`config.mk`:
```
export PLATFORM = sky130hd
export DESIGN_NAME = frogger_game_ctrl
export DESIGN_NICKNAME = d
export VERILOG_FILES = /design/src/rtl/frogger_game_ctrl.sv
export SDC_FILE = /design/constraint.sdc
export NUM_CORES = 1
export LEC_CHECK = 0
export ABC_AREA = 1
export CAP_MARGIN = 0
export CORE_MARGIN = 2
export CORE_UTILIZATION = 49
export CTS_BUF_LIST = sky130_fd_sc_hd__clkbuf_8
export DETAILED_ROUTE_END_ITERATION = 10
export PLACE_DENSITY_LB_ADDON = 0.3
export SLEW_MARGIN = 15
export SYNTH_ARGS = -nofsm -noshare
export SYNTH_HDL_FRONTEND = slang
export SYNTH_SLANG_ARGS = --single-unit
```
`constraint.sdc`:
```
create_clock -name frame_clk -period 1.6 [get_ports frame_clk]
set_clock_uncertainty 0.1 [all_clocks]
set_input_delay 0.24 -clock frame_clk [delete_from_list [all_inputs] [get_ports frame_clk]]
set_output_delay 0.24 -clock frame_clk [all_outputs]
set_load 0.02 [all_outputs]
```
`src/rtl/frogger_game_ctrl.sv`:
```
// rtl/frogger_game_ctrl.sv - lives, death/respawn sequencing and round outcome for the frogger game
module frogger_game_ctrl #(
   parameter int         NUM_CARS     = 8,
   parameter logic [2:0] LIVES        = 3'd3,
   parameter logic [7:0] DEATH_FRAMES = 8'd60,
   parameter logic [7:0] GRACE_FRAMES = 8'd30,
   parameter logic [10:0] GOAL_Y      = 11'd40
) (
   input  logic                frame_clk,
   input  logic                Reset,
   input  logic [NUM_CARS-1:0] Car_Collision,
   input  logic [10:0]         Frog_Y,
   input  logic                Start,
   output logic                win,
   output logic                lose,
   output logic                Frog_Respawn,
   output logic                Dying,
   output logic [2:0]          Lives_Left,
   output logic [7:0]          Rounds_Won
);

   typedef enum logic [2:0] {
      S_RESPAWN = 3'd0,
      S_PLAY    = 3'd1,
      S_DYING   = 3'd2,
      S_WIN     = 3'd3,
      S_LOSE    = 3'd4
   } state_t;

   state_t     state;
   state_t     state_next;
   logic [7:0] grace_cnt;
   logic [7:0] grace_next;
   logic [7:0] death_cnt;
   logic [7:0] death_next;
   logic [2:0] lives_next;
   logic [7:0] rounds_next;
   logic       hit;
   logic       goal;

   assign hit  = |Car_Collision;
   assign goal = (Frog_Y <= GOAL_Y);

   // Next-state, counter and score decisions for the round sequence
   always_comb begin
      state_next  = state;
      grace_next  = grace_cnt;
      death_next  = death_cnt;
      lives_next  = Lives_Left;
      rounds_next = Rounds_Won;
      case (state)
         S_RESPAWN: begin
            grace_next = GRACE_FRAMES;
            state_next = S_PLAY;
         end
         S_PLAY: begin
            if (grace_cnt != 8'd0) begin
               // Collisions are ignored while the grace window runs, but
               // reaching home still counts.
               grace_next = grace_cnt - 8'd1;
               if (goal) begin
                  if (Rounds_Won != 8'hFF) rounds_next = Rounds_Won + 8'd1;
                  state_next = S_WIN;
               end
            end else if (hit) begin
               if (Lives_Left != 3'd0) lives_next = Lives_Left - 3'd1;
               death_next = DEATH_FRAMES - 8'd1;
               state_next = S_DYING;
            end else if (goal) begin
               if (Rounds_Won != 8'hFF) rounds_next = Rounds_Won + 8'd1;
               state_next = S_WIN;
            end
         end
         S_DYING: begin
            if (death_cnt == 8'd0) begin
               state_next = (Lives_Left == 3'd0) ? S_LOSE : S_RESPAWN;
            end else begin
               death_next = death_cnt - 8'd1;
            end
         end
         S_WIN: begin
            if (Start) state_next = S_RESPAWN;
         end
         S_LOSE: begin
            if (Start) begin
               state_next  = S_RESPAWN;
               lives_next  = LIVES;
               rounds_next = 8'd0;
            end
         end
         default: begin
            state_next = S_RESPAWN;
         end
      endcase
   end

   // State, counters, score and registered state-decoded outputs
   always_ff @(posedge frame_clk) begin
      if (Reset) begin
         state        <= S_RESPAWN;
         grace_cnt    <= 8'd0;
         death_cnt    <= 8'd0;
         Lives_Left   <= LIVES;
         Rounds_Won   <= 8'd0;
         win          <= 1'b0;
         lose         <= 1'b0;
         Dying        <= 1'b0;
         Frog_Respawn <= 1'b0;
      end else begin
         state        <= state_next;
         grace_cnt    <= grace_next;
         death_cnt    <= death_next;
         Lives_Left   <= lives_next;
         Rounds_Won   <= rounds_next;
         win          <= (state == S_WIN);
         lose         <= (state == S_LOSE);
         Dying        <= (state == S_DYING);
         Frog_Respawn <= (state == S_RESPAWN);
      end
   end

endmodule

```
# [Word-level counts from Yosys, hierarchy flattened]
# Index checks and enable logic that the tools add are counted.
[classes] n_addsub=4 multipliers=0 n_div=0 magnitude_cmp=1 eq_ne=14 n_shift=0 muxes=24 n_bitwise=0 n_reduce_logical=15
[op_table] cell="two-way mux 8 bit" n=9
[op_table] cell="one-hot mux 8 bit (2 select lines)" n=3
[op_table] cell="two-way mux 3 bit" n=10
[op_table] cell="subtractor 8 x 1 -> 8 bit, second input constant" n=2
[op_table] cell="inequality test 2 bit, second input constant" n=7
[op_table] cell="one-hot mux 3 bit (4 select lines)" n=1
[op_table] cell="<= comparator 11 x 6 -> 1 bit, second input constant" n=1
[op_table] cell="adder 8 x 1 -> 8 bit, second input constant" n=1
[op_table] cell="zero test 8 bit" n=1
[op_table] cell="inequality test 8 bit, second input constant" n=1
[op_table] cell="nonzero test 8 bit" n=1
[op_table] cell="OR reduction 8 bit" n=1
[op_table] cell="== test 3 x 2 -> 1 bit, second input constant" n=2
[op_table] cell="zero test 3 bit" n=2
[op_table] cell="one-hot mux 3 bit (2 select lines)" n=1
[op_table] cell="nonzero test 2 bit" n=3
[op_table] cell="AND reduction 5 bit" n=1
[op_table] cell="AND reduction 2 bit" n=2
[op_table] cell="AND reduction 4 bit" n=1
[op_table] cell="== test 3 x 1 -> 1 bit, second input constant" n=1
[op_table] cell="== test 3 bit, second input constant" n=1
[op_table] cell="inequality test 3 bit, second input constant" n=1
[op_table] cell="AND reduction 3 bit" n=1
[op_table] cell="nonzero test 3 bit" n=1
[op_table] cell="other kinds (3)" n=3
[word_totals] ff_bits=34 latchBits=0 mem_bits_rw=0 romBits=0 inputBits=22 output_inout_bits=15 wordCells=67 memories=0

# [Depth between registers and ports, before layout]
[logic_depth] depth_word=6 mapped_depth=10 mapped_depth_nobuf=10

# [Worst setup path after synthesis]
# Ideal clock, no wire load.
[synth_timing] path_type="flip-flop to flip-flop" from="register Rounds_Won[0]" to="register Rounds_Won[6]" arrival_time_ns=1.383 t_required_ns=1.373 path_slack_ns=-0.010 stages_incl_launch_ff=11 n_path_buf=0 period_less_slack_ns=1.610 path_cell_list="dfxtp_1 > ha_1 > nand2_1 > inv_1 > nand2_1 > nor2_1 > nor2_4 > nand2_8 > nand2_4 > nand2_1 > a21oi_2"
[synth_via] elab_chain_cells=6 word_cells_on_any_way=7 classes_between="1 x add/sub; 1 x eq/ne; 5 x mux"
[synth_lines] item="from (decl)" line="19" source="output logic [7:0] Rounds_Won"
[synth_lines] item="from (signal assigned)" line="114" source="Rounds_Won <= rounds_next;"
[synth_lines] item="adder 8 x 1 -> 8 bit or inequality test 8 bit (tied branches)" line="62, 70"
[synth_lines] item="two-way mux 8 bit *" line="62, 70"
[synth_lines] item="two-way mux 8 bit *" line="61, 69"
[synth_lines] item="two-way mux 8 bit" line="65" source="end else if (hit) begin"
[synth_lines] item="two-way mux 8 bit *" line="57" source="if (grace_cnt != 8'd0) begin"
[synth_lines] item="one-hot mux 8 bit (2 select lines) *" line="51" source="case (state)"
# Every way passes the cells marked *; elsewhere a longest branch is shown, timed or not. The select of a mux whose other input is x is not followed.
# A chain may end at the register's enable or synchronous reset.

# [Worst setup path in the final report]
[layout_timing] from="register state[1]" to="register Rounds_Won[3]"
[layout_via] elab_chain_cells=3 word_cells_on_any_way=7 classes_between="4 x eq/ne; 1 x mux; 2 x reduce/logical"
[layout_lines] item="from (decl)" line="30" source="state_t state;"
[layout_lines] item="from (signal assigned)" line="110" source="state <= state_next;"
[layout_lines] item="== test 3 x 1 -> 1 bit or == test 3 bit (tied branches)" line="51"
[layout_lines] item="inequality test 3 bit (no source line), or another cell as far along"
[layout_lines] item="AND reduction 3 bit (no source line)"
# Parallel ways exist; a longest one is shown, timed or not.

==> results <==
- The final count of hold timing violations came to 0.
- The post-synthesis net count is 317.
- At the pin with the least slew margin, the transition time is 0.2921 ns.
- The first routing iteration left 80 violations.
- The commonest non-fill, non-tap cell in the layout is sky130_fd_sc_hd__nand2_1.
- The critical path goes through nor3_4 -> buf_4 -> o21ai_4 -> buf_6 -> nand2_8 -> nand2_8 -> nand2_4 -> nand2_1 -> a21oi_1.
- The category of the most critical setup path is reg2reg.
- The number of antenna violations at the first check in global routing is 0.
- The setup check on the worst reg-to-reg path leaves a slack of 0.01 ns.
- Leaving out fill and tap cells, the most frequent cells in the layout are sky130_fd_sc_hd__nand2_1, sky130_fd_sc_hd__nor2_1, sky130_fd_sc_hd__buf_4.
- The number of max-capacitance violations reported is 0.
- The design internal power is 2.011 mW.
- The worst hold path terminates at grace_cnt[0]$_SDFFE_PP0P_.
- The worst slew margin relative to its limit is 80.32%.
- The clock latency on the worst-skew pair is 0.29 ns.
- For this design the total switching power over the nets is 1.099 mW.
- CTS saw 34 sinks.
- The floorplan step defined a die boundary enclosing 4550 um2.
- The weighted congestion reported at the end of routability-driven placement is 0.8611.
- No sink is reached through more buffers than the 2 on the longest clock path.
- In this run the static leakage power is 1.307 nW.
- The global-route congestion overflow total is 0.
- For this run, the top clock speed supported by timing is 629.9 MHz.
- The number of buffer cells added on primary ports is 36.
- After the last flow step, the layout net total stands at 392.
- After detailed routing, the average wire length per cell comes to 11.89 um.
- The worst IR drop on VDD is 0.0007825 V.
- The number of antenna diodes in the final layout is 0.
- The share of synthesized area in the top cell type comes to 34.50%.
- Dividing the synthesized area by the synthesized cell count gives 6.827 um2.
- The post-DP HPWL is 3514 um.
- The count of nets left with antenna violations after detail routing is 0.
- The largest total area in the synthesized netlist belongs to sky130_fd_sc_hd__dfxtp_1.
- The fraction of power spent switching nets is 35.34%.
- The least setup slack across all paths after layout is 0.01256 ns.
- The residual DRC count is 0.
- The total number of placement rows is 23.
- The routed wire length is 4933 um.
- Along the worst hold path, the cell count comes to 2.
- The number of clock buffers inserted by TritonCTS is 5.
- The slowest stage cell on the critical path is sky130_fd_sc_hd__dfxtp_2.
- The first TritonRoute pass finished after 4 iterations.
- The top-level I/O count is 37.
- Counting distinct cell types in the post-synthesis netlist gives 28.
- The worst slack at placement is -0.2077 ns.
- The minimum clock period after layout is 1.587 ns.
- The flop and latch count out of synthesis is 34.
- The combined area of all synthesized cells is 1973 um2.
- The number of global-route vias before repair is 1772.
- The sequential element share of the synthesized area is 34.50%.
- The fraction of final layout cells sized beyond drive strength 1 is 26.85%.
- The core outline area is 3943 um2.
- The CTS H-tree depth is 2.
- The Yosys warning count is 0.
- The most numerous cell on the critical path is sky130_fd_sc_hd__nand2_8.
- The share of total power in sequential cells is 32.9%.
- Global routing used 22.05% of the available tracks across all layers.
- The synthesis-to-layout area growth is 44.64%.
- The number of filler instances in the final layout is 295.
- STA classifies the critical path startpoint as a flop.
- The clock power share is 25.1%.
- The number of standard cells after synthesis is 289.
- The worst hold path begins at grace_cnt[0]$_SDFFE_PP0P_.
- The final number of max-transition violations is 0.
- The maximum fanout along the worst path is 9.
- The routed layout has 2033 vias.
- The first global-routing pass estimated 7521 um of wire.
- Once layout is complete, the utilization of the core stands at 72.39%.
- The tree is rooted in a sky130_fd_sc_hd__clkbuf_8.
- STA puts the critical path data required time at 1.72 ns.
- The die is 67.46 um tall.
- The total power density per cell area is 1090 nW/um2.
- The worst hold path belongs to the class reg2reg.
- Setup repair after global routing could not meet its margin everywhere.
- Clock-pin slew was measured on the worst setup and hold paths at 0.07 ns.
- At the worst endpoint, the arrival time is 1.71 ns.
- The TritonCTS clock tree is yes.
- The combinational power share is 42.0%.
- The highest cell delay on the worst timing path is 0.37 ns.
- The maximum number of pins on one net before global-route repair is 15.
- The flow ran to the end, and the final reports show no timing, DRC or antenna violations.
- The initial utilization of the core area, before any placement, comes to 50.05%.
- The startpoint identified for the worst register-to-register timing path is state[1]$_SDFFE_PP0P_.
- The part of the cycle the worst path needs is 99.22%.
- The via-per-instance ratio is 4.899.
- The worst register-to-register path has a depth of 9.
- The end of the worst register-to-register path is Rounds_Won[3]$_SDFFE_PP0P_.
- The chip width is 67.46 um.
- Hold repair after CTS inserted 0 buffers.
- Setup violations remaining at the end of the flow were counted as 0.
- Sorting the synthesized cells by area gives the leading types as sky130_fd_sc_hd__dfxtp_1, sky130_fd_sc_hd__nand2_1, sky130_fd_sc_hd__nor2_1.
- STA classifies the critical path endpoint as a flop.
==> cell usage after synthesis, drive strengths merged <==
| cell type | count |
|---|---|
| xor2 | 11 |
| dfxtp | 34 |
| o21ai | 10 |
| a21oi | 28 |
| ha | 6 |
| nand3 | 27 |
| xnor2 | 2 |
| nor3 | 4 |
| nand4 | 5 |
| buf | 2 |
| or2 | 1 |
| inv | 35 |
| o22ai | 1 |
| clkbuf | 2 |
| nor2 | 47 |
| nand2 | 74 |
==> cell families after synthesis <==
family | share of synthesized area (%)
simple gates | 37.67
compound gates | 10.53
buf+inv | 7.736
flops | 34.50
xor+xnor | 5.770
fa+ha+maj | 3.805
==> power by group through the flow <==
| stage | logic (mW) | registers, mW | clock network, mW |
|---|---|---|---|
| 2_1_floorplan | 0.702 | 1.05 | 0 |
| 3_3_place_gp | 1.13 | 1.02 | 0 |
| 3_5_place_dp | 1.16 | 1.02 | 0 |
| 4_1_cts | 1.20 | 1.01 | 0.801 |
| 5_1_grt | 1.44 | 1.03 | 0.831 |
| 6_report | 1.31 | 1.02 | 0.780 |
==> metal layers <==
metal,GRT usage (%),vias up,share of wire (%)
met2,38.12,57,47
met1,26.45,897,45
li1,-,1069,-
met3,5.333,10,6.1
met4,8.163,0,1.8
met5,0,-,0
==> critical path: cells and delay by family, from the launching register on <==
kind	cells	cell delay, ns
buffers and inverters	2	0.27
and+or+nand+nor	5	0.58
DFF	1	0.37
AOI/OAI and AO/OA	2	0.19
==> area by class of cell <==
class	instances	area (um2)	area share [%]
repair buffers	72	625.6	21.92
clock inverters	3	40.04	1.403
multi-input cells	216	1232	43.18
clock buffers	5	68.82	2.411
flip-flops and latches	34	688.2	24.11
well taps	50	62.56	2.192
inverters	35	136.4	4.779
==> worst max-delay path by stage <==
stage	start	slack [ns]	endpoint
after global placement	Car_Collision[7]	-0.15	Rounds_Won[2]$_SDFFE_PP0P_
after global routing	grace_cnt[0]$_SDFFE_PP0P_	-0.08	death_cnt[5]$_SDFFE_PP0P_
final	state[1]$_SDFFE_PP0P_	0.01	Rounds_Won[3]$_SDFFE_PP0P_
after floorplan	Rounds_Won[1]$_SDFFE_PP0P_	0.006	Rounds_Won[6]$_SDFFE_PP0P_
after CTS	grace_cnt[0]$_SDFFE_PP0P_	0.001	death_cnt[2]$_SDFFE_PP0P_
after detailed placement	Frog_Y[5]	-0.21	Rounds_Won[4]$_SDFFE_PP0P_
==> metrics by stage <==
step / power [mW] / hold WS, ns / instance area [um2] / TNS (ns) / std cells
final: 3.111 / 0.3697 / 2854 / 0 / 415
after global routing: 3.307 / 0.3797 / 2854 / -0.6256 / 415
after CTS: 3.004 / 0.3697 / 2746 / 0 / 412
after detailed placement: 2.179 / 0.3581 / 2619 / -2.688 / 403
after global placement: 2.157 / 0.3506 / 2619 / -1.913 / 403
after floorplan: 1.757 / 0.3219 / 1974 / 0 / 289
==> registers in the layout, summed over array words and instances (netlist names) <==
name,cells
Lives_Left,3
Frog_Respawn,1
death_cnt,8
lose,1
Rounds_Won,8
win,1
grace_cnt,8
Dying,1
state,3
==> repair_timing <==
action                                  in CTS  in global routing
setup buffers                                1                  3
pin swaps                                    3                  7
resized for setup                           16                 31
endpoints found under the setup margin      23                 27
No activity file was read; power rests on OpenSTA's default activity.
